**config.mk**
```make
export PLATFORM = sky130hd
export DESIGN_NAME = mem_access_unit
export DESIGN_NICKNAME = d
export VERILOG_FILES = /design/src/rtl/cpu_pkg.sv /design/src/rtl/mau_timer.sv /design/src/rtl/mem_access_unit.sv
export SDC_FILE = /design/constraint.sdc
export NUM_CORES = 1
export LEC_CHECK = 0
export CAP_MARGIN = 10
export CORE_MARGIN = 1
export CORE_UTILIZATION = 40
export DETAILED_ROUTE_END_ITERATION = 7
export DONT_BUFFER_PORTS = 1
export GPL_ROUTABILITY_DRIVEN = 0
export PLACE_DENSITY_LB_ADDON = 0.08
export SLEW_MARGIN = 10
export SYNTH_ARGS = -nofsm -noshare
export SYNTH_HDL_FRONTEND = slang
export SYNTH_SLANG_ARGS = --single-unit
```
**constraint.sdc**
```tcl
create_clock -name clk -period 4.78 [get_ports clk]
set_clock_uncertainty 0.15 [all_clocks]
set_input_delay 0.717 -clock clk [delete_from_list [all_inputs] [get_ports clk]]
set_output_delay 0.717 -clock clk [all_outputs]
set_load 0.05 [all_outputs]
```
**src/rtl/cpu_pkg.sv**
```systemverilog
// Types and widths shared by the multicycle CPU control FSM and its memory access stage.
package cpu_pkg;

  typedef enum logic [1:0] {
    IDLE,
    WAIT,
    DONE,
    FAIL
  } mau_state_t;

  localparam int BUS_ADDR_W = 32;
  localparam int BUS_DATA_W = 32;

endpackage

```
**src/rtl/mau_timer.sv**
```systemverilog
// Wait-cycle counter for the memory access unit: cleared at launch, counts while a
// request is outstanding, saturates at TIMEOUT.
module mau_timer #(
  parameter int TIMEOUT = 255
) (
  input  logic clk,
  input  logic rst,
  input  logic clear,
  input  logic en,
  output logic expired
);

  localparam int W = $clog2(TIMEOUT + 1);
  localparam logic [W-1:0] LAST = W'(TIMEOUT - 1);
  localparam logic [W-1:0] SAT  = W'(TIMEOUT);

  logic [W-1:0] count;

  always_ff @(posedge clk) begin
    if (rst || clear) begin
      count <= '0;
    end else if (en && count != SAT) begin
      count <= count + 1'b1;
    end
  end

  // High during the last wait cycle still allowed to see an ack.
  assign expired = (count >= LAST);

endmodule

```
**src/rtl/mem_access_unit.sv**
```systemverilog
// Memory-side stage of the multicycle CPU: turns control strobes into one req/ack bus
// transaction, owns IR and MDR, and reports busy/done/err back to the control FSM.
module mem_access_unit
  import cpu_pkg::*;
#(
  parameter int ADDR_W  = BUS_ADDR_W,
  parameter int DATA_W  = BUS_DATA_W,
  parameter int TIMEOUT = 255
) (
  input  logic              clk,
  input  logic              rst,
  input  logic              mem_read,
  input  logic              mem_write,
  input  logic              iord,
  input  logic              ir_write,
  input  logic [ADDR_W-1:0] pc,
  input  logic [ADDR_W-1:0] alu_out,
  input  logic [DATA_W-1:0] wdata,
  output logic [DATA_W-1:0] ir,
  output logic [DATA_W-1:0] mdr,
  output logic              busy,
  output logic              done,
  output logic              err,
  output logic              bus_req,
  output logic              bus_we,
  output logic [ADDR_W-1:0] bus_addr,
  output logic [DATA_W-1:0] bus_wdata,
  input  logic              bus_ack,
  input  logic [DATA_W-1:0] bus_rdata
);

  mau_state_t state, nextState;

  logic              armed;
  logic              launch;
  logic              launchBad;
  logic              timerExpired;
  logic [ADDR_W-1:0] launchAddr;
  logic [ADDR_W-1:0] reqAddr;
  logic [DATA_W-1:0] reqWdata;
  logic              reqWe;
  logic              reqIord;
  logic              reqIrWrite;

  assign launchAddr = iord ? alu_out : pc;
  assign launch     = (state == IDLE) && armed && (mem_read || mem_write);
  assign launchBad  = (mem_read && mem_write) || (launchAddr[1:0] != 2'b00);

  always_ff @(posedge clk) begin
    if (rst) begin
      state <= IDLE;
    end else begin
      state <= nextState;
    end
  end

  // Bus outputs are forced to zero outside WAIT so reset and idle look identical.
  always_comb begin
    nextState = state;
    busy      = 1'b0;
    done      = 1'b0;
    err       = 1'b0;
    bus_req   = 1'b0;
    bus_we    = 1'b0;
    bus_addr  = '0;
    bus_wdata = '0;
    case (state)
      IDLE: begin
        busy = launch;
        if (launch) begin
          nextState = launchBad ? FAIL : WAIT;
        end
      end
      WAIT: begin
        busy      = 1'b1;
        bus_req   = 1'b1;
        bus_we    = reqWe;
        bus_addr  = reqAddr;
        bus_wdata = reqWdata;
        if (bus_ack) begin
          nextState = DONE;
        end else if (timerExpired) begin
          nextState = FAIL;
        end
      end
      DONE: begin
        done      = 1'b1;
        nextState = IDLE;
      end
      FAIL: begin
        err       = 1'b1;
        nextState = IDLE;
      end
      default: nextState = IDLE;
    endcase
  end

  // A strobe held past completion must be released before another access can start.
  always_ff @(posedge clk) begin
    if (rst) begin
      armed <= 1'b1;
    end else if (!mem_read && !mem_write) begin
      armed <= 1'b1;
    end else if (nextState inside {DONE, FAIL}) begin
      armed <= 1'b0;
    end
  end

  always_ff @(posedge clk) begin
    if (launch) begin
      reqAddr    <= launchAddr;
      reqWdata   <= wdata;
      reqWe      <= mem_write;
      reqIord    <= iord;
      reqIrWrite <= ir_write;
    end
  end

  always_ff @(posedge clk) begin
    if (rst) begin
      ir  <= '0;
      mdr <= '0;
    end else if (state == WAIT && bus_ack && !reqWe) begin
      mdr <= bus_rdata;
      if (reqIrWrite && !reqIord) begin
        ir <= bus_rdata;
      end
    end
  end

  mau_timer #(
    .TIMEOUT(TIMEOUT)
  ) uTimer (
    .clk    (clk),
    .rst    (rst),
    .clear  (launch),
    .en     (state == WAIT),
    .expired(timerExpired)
  );

endmodule

```
Word level (Yosys, flattened, before mapping)
Index checks and enable logic that the tools add are counted.
Widths: inputs -> output; s select.
{"block": "op_classes", "reduce_logical": 21, "shift": 0, "add_sub_neg": 1, "mul": 0, "n_eq_ne": 6, "n_div": 0, "bitwise": 0, "magnitude_cmp": 1, "muxes": 13}
{"operator": "$mux 32", "count": 3}
{"operator": "$add 8x1->8 const B", "count": 1}
{"operator": "$eq 2x2->1 const B", "count": 4}
{"operator": "$ge 8x8->1 const B", "count": 1}
{"operator": "$logic_and 1x1->1", "count": 8}
{"operator": "$mux 2", "count": 4}
{"operator": "$ne 8x8->1 const B", "count": 1}
{"operator": "$pmux 2 s3", "count": 1}
{"operator": "$logic_not 1->1", "count": 4}
{"operator": "$mux 1", "count": 4}
{"operator": "$reduce_bool 2->1", "count": 2}
{"operator": "$reduce_or 2->1", "count": 2}
{"operator": "$logic_or 1x1->1", "count": 3}
{"operator": "$eq 2x1->1 const B", "count": 1}
{"operator": "$logic_not 2->1", "count": 1}
{"operator": "$pmux 1 s2", "count": 1}
{"operator": "$reduce_and 2->1", "count": 1}
{"block": "word_totals", "latchBits": 0, "ram_bits": 0, "ff_bits": 142, "n_memories": 0, "rom_bits": 0, "word_cells": 52}

Depth between registers and ports, before layout
Gate-level depths: netlist of run 1.
{"block": "logic_depth", "ltp_word": 8, "ltp_mapped": 7}

Hierarchy
From an unflattened synthesis of run 1, not the netlist that was laid out.
{"block": "hier_totals", "hier_cells": 529, "hier_area_um2": 5713.0}
{"module": "mem_access_unit", "n_inst": 1, "seq_area_each_um2": 3353.2, "area_each_um2": 5271.3, "cells_per_inst": 481}
{"module": "mau_timer", "n_inst": 1, "seq_area_each_um2": 160.2, "area_each_um2": 441.7, "cells_per_inst": 48}

Worst setup path after synthesis of run 1
No wires, ideal clock.
{"block": "synth_path", "kind": "in2reg", "from": "input mem_write", "to": "register uTimer.count[0]", "slack_ps": 1459, "arrival_time_ps": 3047, "n_path_buf": 1, "cell_stages": 5, "cell_sequence": "o21a_1 and2_1 or2_2 clkbuf_1 nor2_1"}
{"block": "synth_via", "elab_chain_len": 3}
{"item": "start: declaration", "line": "mem_access_unit.sv:13", "source": "input logic mem_write,"}
{"item": "$logic_or 1x1->1", "line": "mem_access_unit.sv:46", "source": "assign launch = (state == IDLE) && armed && (mem_read || mem_write);"}
{"item": "$logic_and 1x1->1", "line": "mem_access_unit.sv:46"}
{"item": "named net launch", "line": "mem_access_unit.sv:35", "source": "logic launch;"}
{"item": "$logic_or 1x1->1", "line": "mau_timer.sv:20", "source": "if (rst || clear) begin"}
{"item": "end signal: assignment", "line": "mau_timer.sv:23", "source": "count <= count + 1'b1;"}
{"item": "end: declaration", "line": "mau_timer.sv:17", "source": "logic [W-1:0] count;"}
The timed path passes the listed nets, and every way through them passes these cells.
A chain may end at the register's enable or synchronous reset.

Worst setup path after layout of run 1
{"block": "layout_path", "from": "register state[0]", "to": "output bus_addr[19]"}
{"block": "layout_via", "elab_chain_len": 2}
{"item": "start: declaration", "line": "mem_access_unit.sv:32", "source": "mau_state_t state, nextState;"}
{"item": "start signal: assignment", "line": "mem_access_unit.sv:53", "source": "state <= nextState;"}
{"item": "$eq 2x1->1", "line": "mem_access_unit.sv:67", "source": "case (state)"}
{"item": "$mux 32", "line": "mem_access_unit.sv:67"}
{"item": "end: declaration", "line": "mem_access_unit.sv:26", "source": "output logic [ADDR_W-1:0] bus_addr,"}
No other way between the ends.

==> results of run 1 <==
power groups by stage:
stage / combinational, uW / sequential, uW / clock (uW)
after floorplan: 443 / 1510 / 0
after global routing: 507 / 1510 / 1330
after global placement: 481 / 1520 / 0
final: 478 / 1500 / 1250
after detailed placement: 486 / 1520 / 0
after CTS: 486 / 1500 / 1290
placed cells by master (no fill, tap or decap), types with 4 or more instances in the layout:
| cell | count |
|---|---|
| nand2_1 | 130 |
| dfxtp_1 | 75 |
| and2_1 | 69 |
| edfxtp_1 | 67 |
| a21oi_1 | 60 |
| mux2_2 | 32 |
| clkbuf_16 | 18 |
| nor2_1 | 13 |
| a21oi_2 | 7 |
| buf_4 | 6 |
| xnor2_1 | 4 |
cells in the mapped netlist, drive strengths merged:
cell type  number
a2111oi         1
a211o           1
a21boi          1
a21oi          67
a311oi          1
and2           70
and2b           1
and3            1
and4b           1
and4bb          1
buf            13
clkbuf         21
dfxtp          75
edfxtp         67
ha              2
inv             3
mux2           32
nand2         130
nand3           3
nand3b          2
nand4           2
nand4bb         1
nor2           13
nor2b           1
nor3b           1
o211ai          1
o21a            1
o21ai           2
o311ai          1
o31ai           1
or2             3
xnor2           4
xor2            2
sequential cells by signal, summed over array words and instances, names as in the netlist:
| name | flops |
|---|---|
| mdr | 32 |
| ir | 32 |
| reqIord | 1 |
| reqWe | 1 |
| state | 2 |
| reqWdata | 32 |
| uTimer.count | 8 |
| reqAddr | 32 |
| armed | 1 |
| reqIrWrite | 1 |
cell type report:
class	count	area [um^2]	area share (%)
Timing Repair Buffer	6	45.04	0.7088
Inverter	3	11.26	0.1772
Clock buffer	23	483.0	7.600
Clock inverter	9	83.83	1.319
Tap cell	180	225.2	3.544
Antenna cell	1	2.502	0.03938
Multi-Input combinational cell	347	1991	31.33
Sequential cell	142	3513	55.29
worst max path at each step:
stage | startpoint | to | slack [ns] | cells past startpoint
after floorplan | mem_write | uTimer.count[0] | 1.46 | 5
after global placement | state[0] | bus_addr[27] | 1.86 | 3
after detailed placement | state[0] | bus_addr[19] | 1.78 | 3
after CTS | state[0] | bus_addr[19] | 1.32 | 3
after global routing | state[0] | bus_addr[19] | 1.19 | 3
final | state[0] | bus_addr[19] | 1.39 | 3
metal layers:
metal / vias to the layer above / track usage [%] / wire length [um]
li1: 1753 / - / -
met1: 1710 / 18.44 / 4881
met2: 191 / 29.93 / 6359
met3: 16 / 8.600 / 1495
met4: 0 / 7.099 / 204
met5: - / 0 / 0
cell families (layout without fill, tap and decap cells):
family | after synthesis | in the layout | synth area share [%]
buf+inv | 37 | 41 | 3.086
fa+ha+maj | 2 | 2 | 0.4407
other cells | 0 | 1 | 0
compound gates | 77 | 77 | 7.781
xor+xnor | 6 | 6 | 0.9257
mux | 32 | 32 | 6.348
simple gates | 230 | 230 | 19.53
flops | 142 | 142 | 61.89
per-stage QoR:
| stage | instance area (um^2) | total power [uW] | utilization, % | std cells |
|---|---|---|---|---|
| 2_1_floorplan | 5677 | 1953 | - | 526 |
| 3_5_place_dp | 5786 | 2007 | 41.68 | 678 |
| 5_1_grt | 6352 | 3345 | 45.76 | 710 |
| 4_1_cts | 6352 | 3270 | 45.76 | 710 |
| 3_3_place_gp | 5786 | 2004 | 41.68 | 678 |
| 6_report | 6355 | 3224 | 45.78 | 711 |
==> impl_metrics.csv, run 1 <==
group,metric,value,unit
outcome,status,"completed",
clock_tree,clock-sinks,142,
global_route,grt_pass1_vias,3653,
detailed_routing,dr.pass1.iters,4,
setup_path,r2r_slack,2.41,ns
synth,synth_top_area_share,35.44,%
sta,rsz0062_at_grt,"no",
synth,synth_seq_cells,142,
min_path,hp-start,"rst",
setup_path,crit_path_end_kind,"primary output",
clock_tree,cts_setup_buffers,0,
synth,yosysWarnings,0,
global_route,grt_pass1_wl,19090,um
setup_path,r2r-start,"state[0]",
min_path,hold_class,"primary input to register",
placed_design,dp_slack,1.782,ns
detailed_routing,ant_nets,0,
sta,hold_ws,0.2179,ns
setup_path,critical_path_arrival,2.52,ns
clock_tree,hold_buffers,0,
clock_tree,clock_path_buffers,2,
power_and_ir_drop,combPwrFrac,14.8,%
placed_design,dp_hpwl,8973,um
synth,synth_cell_type_count,37,
sta,final-setup-viol-count,0,
synth,synth-seq-area-share,61.89,%
detailed_routing,drc,0,
sta,fin_crit,3.388,ns
power_and_ir_drop,ir_worst_vdd,0.0001980,V
cells_and_area,area_growth,11.95,%
die,rows,43,
sta,timing.fmax,295.2,MHz
clock_tree,numCtsBuffers,17,
setup_path,crit_fanout,41,
min_path,holdPathEnd,"ir[1]",
power_and_ir_drop,power_density,507.3,nW/um^2
sta,drv_slew,0,
detailed_routing,wl_per_cell,18.20,um
flow_run,cap_viol_max_count,0,
setup_path,worst-setup-path-type,"register to primary output",
power_and_ir_drop,net-switching-power,961.1,uW
die,die_height,121.1,um
setup_path,crit_required,3.91,ns
sta,slew_headroom,27.45,%
die,core_area,13880,um^2
sta,worst_pin_slew,1.088,ns
setup_path,r2r_cells,3,
setup_path,cp_cell_sequence,"and2b_2 > buf_4 > and2_1",
synth,synthesis.nets,663,
die,io_pins,268,
synth,yosys-top-cells-area,"edfxtp_1 (35%), dfxtp_1 (26%), nand2_1 (8.6%)",
die,dieArea,14670,um^2
sta,hold_viol,0,
global_route,grtUsageTotal,17.57,%
power_and_ir_drop,p_leak,0.002139,uW
synth,avgSynthCellArea,10.79,um^2
cells_and_area,drive_gt1_share,15.66,%
placed_design,port_buffers,0,
clock_tree,tritoncts,"yes",
die,initial_core_util,40.90,%
synth,synth_cells,526,
global_route,grt_max_degree,69,
clock_tree,ctsHtreeMaxLevel,4,
detailed_routing,drt-initial-drc-count,195,
setup_path,path_buf_inv,1,
sta,fin_setup_tns,0,ns
detailed_routing,wl,12940,um
clock_tree,cts-root-buf,"clkbuf_16",
clock_tree,clk_pin_slew,0.05,ns
setup_path,cp_slowest_cell,"and2b_2",
setup_path,cp-start-kind,"register",
die,die_w,121.1,um
setup_path,max_stage_delay,0.75,ns
power_and_ir_drop,clkPwrFrac,38.8,%
cells_and_area,final_net_count,654,
setup_path,cp_top_family,"simple AND/OR/NAND/NOR gates",
setup_path,r2r_end,"reqAddr[31]",
cells_and_area,fillers,1270,
detailed_routing,vias,3670,
global_route,overflow,0,
sta,fin_ws,1.392,ns
sta,min_period_over_period,70.88,%
detailed_routing,routed_via_density,5.162,
power_and_ir_drop,intPower,2263,uW
clock_tree,cts-resized-gates,0,
power_and_ir_drop,swShare,29.81,%
global_route,grt_antenna_before_repair,1,
min_path,whs_path_depth,1,
power_and_ir_drop,p_seq_share,46.4,%
synth,synthesis.area,5677,um^2
synth,synth_top_cell_by_area,"edfxtp_1",
clock_tree,clock_latency,0.41,ns
No activity file was read; power rests on OpenSTA's default activity.
==> inputs of run 2 (changes only) <==
==> constraint.sdc (replaced) <==
create_clock -name clk -period 3.5 [get_ports clk]
set_clock_uncertainty 0.15 [all_clocks]
set_input_delay 0.525 -clock clk [delete_from_list [all_inputs] [get_ports clk]]
set_output_delay 0.525 -clock clk [all_outputs]
set_load 0.05 [all_outputs]
==> run 2 against run 1 <==
Final cell count up 0.42%. First-iteration DRC count is 14% higher. Via count decreased by 0.22%. Non-clock buffer count grew 4. Sequential share of layout area fell by 0.72 points. Clock power is 48% higher. Sequential power up 37%. Sequential cell count is the same. Worst setup slack worse by 0.65 ns. Critical endpoint is now bus_addr[1]. Highest routed layer unchanged.
==> impl_metrics.csv, run 2 (synthesized netlist as in run 1, its figures left out) <==
group,metric,value,unit
power_and_ir_drop,swShare,29.00,%
die,io_pins,268,
global_route,grt_pass1_vias,3617,
detailed_routing,drt-initial-drc-count,222,
die,dieArea,14670,um^2
global_route,gr-usage-met1,20.56,%
sta,fin_ws,0.7431,ns
setup_path,worst-setup-path-type,"register to primary output",
setup_path,cp-start-kind,"register",
die,core_area,13880,um^2
cells_and_area,fillers,1293,
global_route,grt.busiest_layer,"met2",
clock_tree,numCtsBuffers,17,
clock_tree,clk_pin_slew,0.06,ns
global_route,use_met3,7.049,%
power_and_ir_drop,p_seq_share,44.9,%
sta,rsz0062_at_grt,"no",
setup_path,cp_slowest_cell,"and2_1",
outcome,status,"completed",
detailed_routing,vias,3662,
clock_tree,cts-root-buf,"clkbuf_16",
cells_and_area,multi_input_area,1991,um^2
global_route,grt_max_degree,69,
flow_run,cap_viol_max_count,0,
cells_and_area,area_growth,13.42,%
min_path,hold_class,"primary input to register",
setup_path,cp_cell_sequence,"and2b_2 > buf_4 > and2_1",
die,initial_core_util,40.90,%
sta,min_period_over_period,78.77,%
clock_tree,tritoncts,"yes",
sta,worst_pin_slew,0.9383,ns
cells_and_area,mostFrequentLayoutCells,"nand2_1 (130), dfxtp_1 (75), and2_1 (69)",
placed_design,dp_hpwl,8836,um
cells_and_area,drive_gt1_share,14.98,%
die,die_w,121.1,um
cells_and_area,n_antenna_cell,0,
detailed_routing,ant_nets,0,
power_and_ir_drop,intPower,3238,uW
clock_tree,clock_latency,0.41,ns
power_and_ir_drop,p_leak,0.002168,uW
sta,fin_setup_tns,0,ns
sta,timing.fmax,362.7,MHz
global_route,grt_antenna_before_repair,0,
cells_and_area,final_net_count,658,
placed_design,dpl_cell_area,5806,um^2
global_route,grtUsageMet2,29.36,%
clock_tree,clock_path_buffers,2,
die,rows,43,
setup_path,max_stage_delay,0.56,ns
setup_path,crit_path_end_kind,"primary output",
power_and_ir_drop,combPwrFrac,14.6,%
cells_and_area,regArea,3513,um^2
sta,final-setup-viol-count,0,
sta,slew_headroom,37.32,%
global_route,grt_pass1_wl,19320,um
power_and_ir_drop,ir_worst_vdd,0.0004065,V
detailed_routing,wl,13170,um
cells_and_area,finish.utilization,46.39,%
sta,fin_crit,2.757,ns
detailed_routing,dr.pass1.iters,5,
global_route,overflow,0,
detailed_routing,routed_via_density,5.129,
power_and_ir_drop,net-switching-power,1322,uW
cells_and_area,design_area,6439,um^2
placed_design,port_buffers,0,
global_route,grtUsageTotal,17.90,%
setup_path,critical_path_arrival,2.08,ns
setup_path,crit_fanout,68,
cells_and_area,mostFrequentLayoutCell,"nand2_1",
sta,drv_slew,0,
clock_tree,clock-sinks,142,
placed_design,dp_slack,1.150,ns
setup_path,crit_required,2.82,ns
clock_tree,ctsHtreeMaxLevel,4,
power_and_ir_drop,p_total,4561,uW
die,die_height,121.1,um
power_and_ir_drop,clkPwrFrac,40.5,%
detailed_routing,drc,0,
power_and_ir_drop,power_density,708.4,nW/um^2
sta,hold_viol,0,
detailed_routing,wl_per_cell,18.45,um
==> run 2: cell types whose count changed in the layout (fill, tap and decap cells not counted), moves of 2 or more <==
| cell | before | now |
|---|---|---|
| bufinv_16 | 1 | 4 |
| clkbuf_2 | 3 | 0 |
| clkinv_1 | 0 | 3 |
| clkinv_4 | 2 | 0 |
| dlygate4sd3_1 | 0 | 3 |
==> run 2: power groups by stage <==
| stage | logic (uW) | registers [uW] | clock network (uW) |
|---|---|---|---|
| after CTS | 670 | 2050 | 1900 |
| after detailed placement | 668 | 2080 | 0 |
| after floorplan | 606 | 2060 | 0 |
| after global routing | 704 | 2060 | 1980 |
| final | 664 | 2050 | 1850 |
| after global placement | 661 | 2090 | 0 |
==> run 2: through the flow <==
step | instances | hold WS [ns]
final | 714 | 0.02971
after global routing | 714 | 0.001388
after CTS | 712 | 0.0001439
after detailed placement | 679 | 0.3048
after global placement | 679 | 0.2953
after floorplan | 526 | 0.2860
==> run 2: metal layers <==
metal / part of all wire [%] / routed length [um]
met1: 40 / 5292
met2: 48 / 6388
met3: 9.6 / 1260
met4: 1.8 / 232
met5: 0 / 0
==> run 2: critical path, delay by kind of cell, from the launching register on <==
family	cells	cell delay, ns
flip-flops	1	0.48
AND/OR/NAND/NOR	2	0.75
buffers and inverters	1	0.43
==> run 2: layout make-up <==
| cell class | count | area share [%] |
|---|---|---|
| inverter | 3 | 0.1749 |
| clock buffer | 19 | 6.724 |
| tap | 180 | 3.498 |
| clock inverter | 13 | 2.643 |
| multi-input combinational | 347 | 30.92 |
| timing repair buffer | 10 | 1.477 |
| sequential | 142 | 54.57 |
==> run 2: worst paths after layout <==
path	end	slack (ns)	cells past startpoint	start
min reg2reg	armed	0.32	1	armed
max	bus_addr[1]	0.74	3	state[0]
min	mdr[9]	0.03	1	rst
max reg2reg	reqAddr[2]	1.43	3	state[0]
==> run 2: repair_timing <==
action | CTS | global route
hold buffers | 1 | 2
setup buffers | 0 | 0
gates resized for setup | 0 | 0
hold endpoints to repair | 2 | 1
